--- config.mk ---
export PLATFORM = sky130hd
export DESIGN_NAME = reduce_seq
export DESIGN_NICKNAME = d
export VERILOG_FILES = /design/src/rtl/reduce_pkg.sv /design/src/rtl/reduce_chunk.sv /design/src/rtl/reduce_seq.sv
export SDC_FILE = /design/constraint.sdc
export NUM_CORES = 1
export LEC_CHECK = 0
export BUFFER_PORTS_ARGS = -buffer_cell sky130_fd_sc_hd__buf_2
export CAP_MARGIN = 25
export CORE_UTILIZATION = 35
export CTS_CLUSTER_SIZE = 16
export DETAILED_ROUTE_END_ITERATION = 7
export SYNTH_ARGS = -nofsm -noshare
export SYNTH_HDL_FRONTEND = slang
export SYNTH_SLANG_ARGS = --single-unit
--- constraint.sdc ---
create_clock -name clk -period 3.62 [get_ports clk]
set_input_delay 0.724 -clock clk [delete_from_list [all_inputs] [get_ports clk]]
set_output_delay 0.724 -clock clk [all_outputs]
set_load 0.1 [all_outputs]
--- src/rtl/reduce_pkg.sv ---
// Shared op codes, FSM state encoding and helpers for the sequential reduction block.
package reduce_pkg;

    typedef enum logic [1:0] {
        OP_OR  = 2'd0,
        OP_AND = 2'd1,
        OP_XOR = 2'd2,
        OP_NOR = 2'd3
    } op_e;

    typedef enum logic [1:0] {
        ST_IDLE = 2'd0,
        ST_BUSY = 2'd1,
        ST_DONE = 2'd2
    } state_e;

    // Accumulator start value: AND starts at 1, the others at 0.
    function automatic logic op_identity(input op_e op);
        return (op == OP_AND);
    endfunction

endpackage

--- src/rtl/reduce_chunk.sv ---
// Combinational fold of one CHUNK-bit slice with the base operator of the op
// (NOR folds as OR; the final inversion happens at the result register).
module reduce_chunk
    import reduce_pkg::*;
#(
    parameter int CHUNK = 4
) (
    input  logic [CHUNK-1:0] chunk,
    input  logic [1:0]       op,
    output logic             partial
);

    always_comb begin
        partial = |chunk;
        case (op_e'(op))
            OP_AND:  partial = &chunk;
            OP_XOR:  partial = ^chunk;
            default: partial = |chunk;
        endcase
    end

endmodule

--- src/rtl/reduce_seq.sv ---
// Sequential OR/AND/XOR/NOR reduction, one CHUNK-bit slice per clock, LSB slice first,
// with optional early exit once the result can no longer change.
module reduce_seq
    import reduce_pkg::*;
#(
    parameter int WIDTH      = 32,
    parameter int CHUNK      = 4,
    parameter int EARLY_EXIT = 1,
    localparam int CW        = $clog2(WIDTH / CHUNK + 1)
) (
    input  logic             clk,
    input  logic             rst_n,
    input  logic             flush,
    input  logic             in_valid,
    output logic             in_ready,
    input  logic [1:0]       op,
    input  logic [WIDTH-1:0] operand,
    output logic             out_valid,
    input  logic             out_ready,
    output logic             result,
    output logic [CW-1:0]    cycles,
    output logic             busy
);

    localparam int N  = WIDTH / CHUNK;
    localparam int LW = $clog2(WIDTH);

    state_e           r_state;
    state_e           w_state_next;
    logic [WIDTH-1:0] r_operand;
    op_e              r_op;
    logic             r_acc;
    logic [CW-1:0]    r_k;
    logic [CW-1:0]    r_cycles;
    logic             r_result;

    logic [LW-1:0]    w_lsb;
    logic [CHUNK-1:0] w_chunk;
    logic             w_partial;
    logic             w_acc_fold;
    logic             w_last;
    logic             w_decided;
    logic             w_finish;

    assign w_lsb   = LW'(r_k * CHUNK);
    assign w_chunk = r_operand[w_lsb +: CHUNK];

    reduce_chunk #(
        .CHUNK (CHUNK)
    ) u_chunk (
        .chunk   (w_chunk),
        .op      (r_op),
        .partial (w_partial)
    );

    always_comb begin
        w_acc_fold = r_acc | w_partial;
        case (r_op)
            OP_AND:  w_acc_fold = r_acc & w_partial;
            OP_XOR:  w_acc_fold = r_acc ^ w_partial;
            default: w_acc_fold = r_acc | w_partial;
        endcase
    end

    // A 1 decides OR/NOR and a 0 decides AND; XOR is never decided early.
    assign w_last    = (r_k == CW'(N - 1));
    assign w_decided = (EARLY_EXIT != 0) &&
                       ((r_op == OP_AND) ? !w_acc_fold : ((r_op != OP_XOR) && w_acc_fold));
    assign w_finish  = w_last || w_decided;

    always_ff @(posedge clk or negedge rst_n) begin
        if (!rst_n) begin
            r_state <= ST_IDLE;
        end else begin
            r_state <= w_state_next;
        end
    end

    always_comb begin
        w_state_next = r_state;
        if (flush) begin
            w_state_next = ST_IDLE;
        end else begin
            case (r_state)
                ST_IDLE: if (in_valid)  w_state_next = ST_BUSY;
                ST_BUSY: if (w_finish)  w_state_next = ST_DONE;
                ST_DONE: if (out_ready) w_state_next = ST_IDLE;
                default:                w_state_next = ST_IDLE;
            endcase
        end
    end

    // Datapath registers; flush leaves result and cycles as they were.
    always_ff @(posedge clk or negedge rst_n) begin
        if (!rst_n) begin
            r_operand <= '0;
            r_op      <= OP_OR;
            r_acc     <= 1'b0;
            r_k       <= '0;
            r_cycles  <= '0;
            r_result  <= 1'b0;
        end else if (!flush) begin
            if (r_state == ST_IDLE && in_valid) begin
                r_operand <= operand;
                r_op      <= op_e'(op);
                r_acc     <= op_identity(op_e'(op));
                r_k       <= '0;
                r_cycles  <= '0;
            end else if (r_state == ST_BUSY) begin
                r_acc    <= w_acc_fold;
                r_k      <= r_k + CW'(1);
                r_cycles <= r_cycles + CW'(1);
                if (w_finish) begin
                    r_result <= (r_op == OP_NOR) ? ~w_acc_fold : w_acc_fold;
                end
            end
        end
    end

    assign in_ready  = (r_state == ST_IDLE);
    assign busy      = (r_state == ST_BUSY);
    assign out_valid = (r_state == ST_DONE);
    assign result    = r_result;
    assign cycles    = r_cycles;

endmodule

==> results_dict.tcl <==
set metrics [dict create \
    tns_ns 0 \
    drt-initial-drc-count 42 \
    grt_usage 0.133 \
    slowest_delay_ns 0.51 \
    vdd_ir_drop_max_v 0.000351 \
    core_um2 6350 \
    grt-ovfl-total 0 \
    num_rows 29 \
    crit_chain "buf_4 -> mux4_2 -> mux2i_1 -> ha_1 -> xor2_1 -> a32o_1 -> nor2_1 -> a31o_2 -> ha_1 -> a221oi_1 -> a21oi_1 -> xor2_1 -> mux2_2" \
    maxSlewViolCount 0 \
    drc_errors 0 \
    path_clk_slew_ns 0.09 \
    top_layer_used "met4" \
    portBuffers 46 \
    cts_setup_buffers 0 \
    wl_met2_um 2030 \
    vias_per_cell 4.93 \
    cp_max_fo 6 \
    die_height_um 83.3 \
    ys.warnings.count 0 \
    cp.required_ns 3.81 \
    fin_skew_ns 0.00855 \
    p_per_area_nw_per_um2 897 \
    root_buffer "clkbuf_8" \
    p_total_mw 2.47 \
    cts_tree "yes" \
    rsz0062_at_grt "no" \
    setup_violations 0 \
    cts_max_level 2 \
    grt_max_degree 47 \
    period_needed_ns 3.28 \
    yosysUniqueCellTypes 31 \
    r2r-start "r_k[0]$_DFFE_PN0P_" \
    drive_gt1_frac 0.453 \
    drt-pass1-iter-count 4 \
    end_kind "flip-flop" \
    io_pins 47 \
    startpoint_type "flip-flop" \
    slowest_stage "mux4_2" \
    antenna_found_initial 0 \
    min_period_over_period 0.906 \
    antenna_cells 0 \
    avgSynthCellArea_um2 13.4 \
    syn_nets 223 \
    cts.path.max_buffers 2 \
    dp_hpwl_um 3140 \
    clock_sinks 46 \
    hold_viol_final 0 \
    arrival_ns 3.47 \
    cts_resized 0 \
    fin_ws_ns 0.340 \
    crit_start "r_k[0]$_DFFE_PN0P_" \
    holdBufCountCts 0 \
    synthCells 173 \
    final_net_count 274 \
    ys_seq_area_frac 0.497 \
    min_path_type "primary input to async pin" \
    wl_met1_um 1940 \
    clkLatencyLatePin_ns 0.30 \
    dr_total_vias 1490 \
    syn2layout_area_growth_pct 19.1 \
    gp_congestion 0.722 \
    crit_type "flip-flop to flip-flop" \
    drt-total-wl_um 4220 \
    leakage_nw 1.26 \
    grt_pass1_wl_um 7290 \
    worst_pin_slew_ns 0.570 \
    dieArea_um2 6940 \
    syn-cell-area_um2 2310 \
    die_w_um 83.3 \
    grt_pass1_vias 1545 \
    cts_made_buffers 5 \
    outcome "complete, no violations" \
    relSlewSlack 0.620 \
    place_ws_ns 0.337 \
    wl_met3_um 147 \
    max_freq_mhz 305 \
    ys_ff_latch 46 \
    start_util 0.365 \
    maxCapViolations 0 \
    ant_nets 0 \
    wl_per_cell_um 14.0 \
]
==> cell usage in the layout, fill, tap and decap left out, types with 2 or more instances in the layout <==
| master | netlist | routed |
|---|---|---|
| nor2_1 | 8 | 8 |
| inv_1 | 7 | 7 |
| o21ai_0 | 7 | 7 |
| mux2_2 | 31 | 31 |
| a31o_2 | 2 | 2 |
| dfrtp_1 | 46 | 46 |
| clkbuf_8 | 0 | 5 |
| mux4_2 | 8 | 8 |
| buf_2 | 3 | 46 |
| xor2_1 | 6 | 6 |
| buf_4 | 0 | 4 |
| nand4_1 | 2 | 2 |
| mux2i_1 | 4 | 4 |
| ha_1 | 11 | 11 |
| mux2_1 | 2 | 2 |
| a21oi_1 | 3 | 3 |
| nand2_1 | 12 | 12 |
| a31oi_1 | 2 | 2 |
| nor2b_1 | 3 | 3 |
==> cell usage after synthesis (all sizes together) <==
library cell | n | area (um2)
dfrtp | 46 | 1150
mux2 | 33 | 372
nand2 | 12 | 45.0
ha | 11 | 138
mux4 | 8 | 180
nor2 | 8 | 30.0
buf | 7 | 52.5
inv | 7 | 26.3
o21ai | 7 | 35.0
xor2 | 6 | 52.6
mux2i | 4 | 40.0
a21oi | 3 | 15.0
nor2b | 3 | 18.8
a31o | 2 | 17.5
a31oi | 2 | 12.5
nand4 | 2 | 12.5
a211oi | 1 | 7.51
a21boi | 1 | 7.51
a221oi | 1 | 8.76
a32o | 1 | 10.0
and2 | 1 | 6.26
and3b | 1 | 8.76
and4b | 1 | 10.0
nand2b | 1 | 6.26
nor3 | 1 | 5.00
nor3b | 1 | 12.5
nor4b | 1 | 23.8
o21ba | 1 | 10.0
==> worst max-delay path: cells and delay by family, from the launching register on <==
family,cells,cell delay (ns)
XOR/XNOR,2,0.30
multiplexers,3,0.99
AND/OR/NAND/NOR,1,0.05
AO/OA/AOI/OAI,4,0.77
buffers and inverters,1,0.18
flip-flops,1,0.35
adder cells (fa/ha/maj),2,0.56
==> layout make-up <==
cell class	instances	area [um2]
Timing Repair Buffer	51	288
Sequential cell	46	1150
Clock buffer	6	72.6
Tap cell	77	96.3
Multi-Input combinational cell	113	1080
Clock inverter	2	37.5
Fill cell	590	3590
Inverter	7	26.3
==> kinds of logic (layout without fill, tap and decap cells) <==
kind of cell,after synthesis,in the layout,share of synthesized area
buffers and inverters,14,66,0.0341
multiplexers,45,45,0.256
flip-flops,46,46,0.497
adder cells (fa/ha/maj),11,11,0.0595
XOR/XNOR,6,6,0.0227
AND/OR/NAND/NOR,32,32,0.0773
AO/OA/AOI/OAI,19,19,0.0535
==> per-layer routing <==
metal  GRT usage  up-vias
met5           0        -
met4      0.0564        0
met3      0.0328        8
met2       0.212       30
met1       0.174      727
li1            -      725
==> power breakdown <==
| part | internal [mW] | switching, mW | total, mW |
|---|---|---|---|
| logic | 0.545 | 0.649 | 1.19 |
| clock network | 0.206 | 0.174 | 0.380 |
| registers | 0.746 | 0.155 | 0.900 |
| total | 1.50 | 0.977 | 2.47 |
==> registers in the layout, summed over array words and instances, names as in the netlist <==
name / count
r_state: 2
result: 1
r_acc: 1
r_operand: 32
r_op: 2
cycles: 4
r_k: 4
==> metrics by stage <==
stage	utilization	cells	hold WS, ns	instance area [um2]
floorplan	-	173	0.428	2310
global placement	0.412	293	0.490	2620
finish	0.434	302	0.405	2760
global route	0.434	302	0.447	2760
CTS	0.430	301	0.512	2730
detailed placement	0.412	293	0.491	2620
==> worst paths after layout <==
| kind | slack (ns) | cells past startpoint | end |
|---|---|---|---|
| setup reg to reg | 0.34 | 13 | result$_DFFE_PN0P_ |
| min in group clk | 0.51 | 1 | r_operand[9]$_DFFE_PN0P_ |
| hold reg to reg | 0.51 | 1 | r_operand[9]$_DFFE_PN0P_ |
| hold / removal | 0.41 | 1 | r_op[1]$_DFFE_PN0P_ |
| max in group asynchronous | 2.70 | 2 | r_operand[27]$_DFFE_PN0P_ |
| setup / recovery | 0.34 | 13 | result$_DFFE_PN0P_ |
No activity file was read; power rests on OpenSTA's default activity.
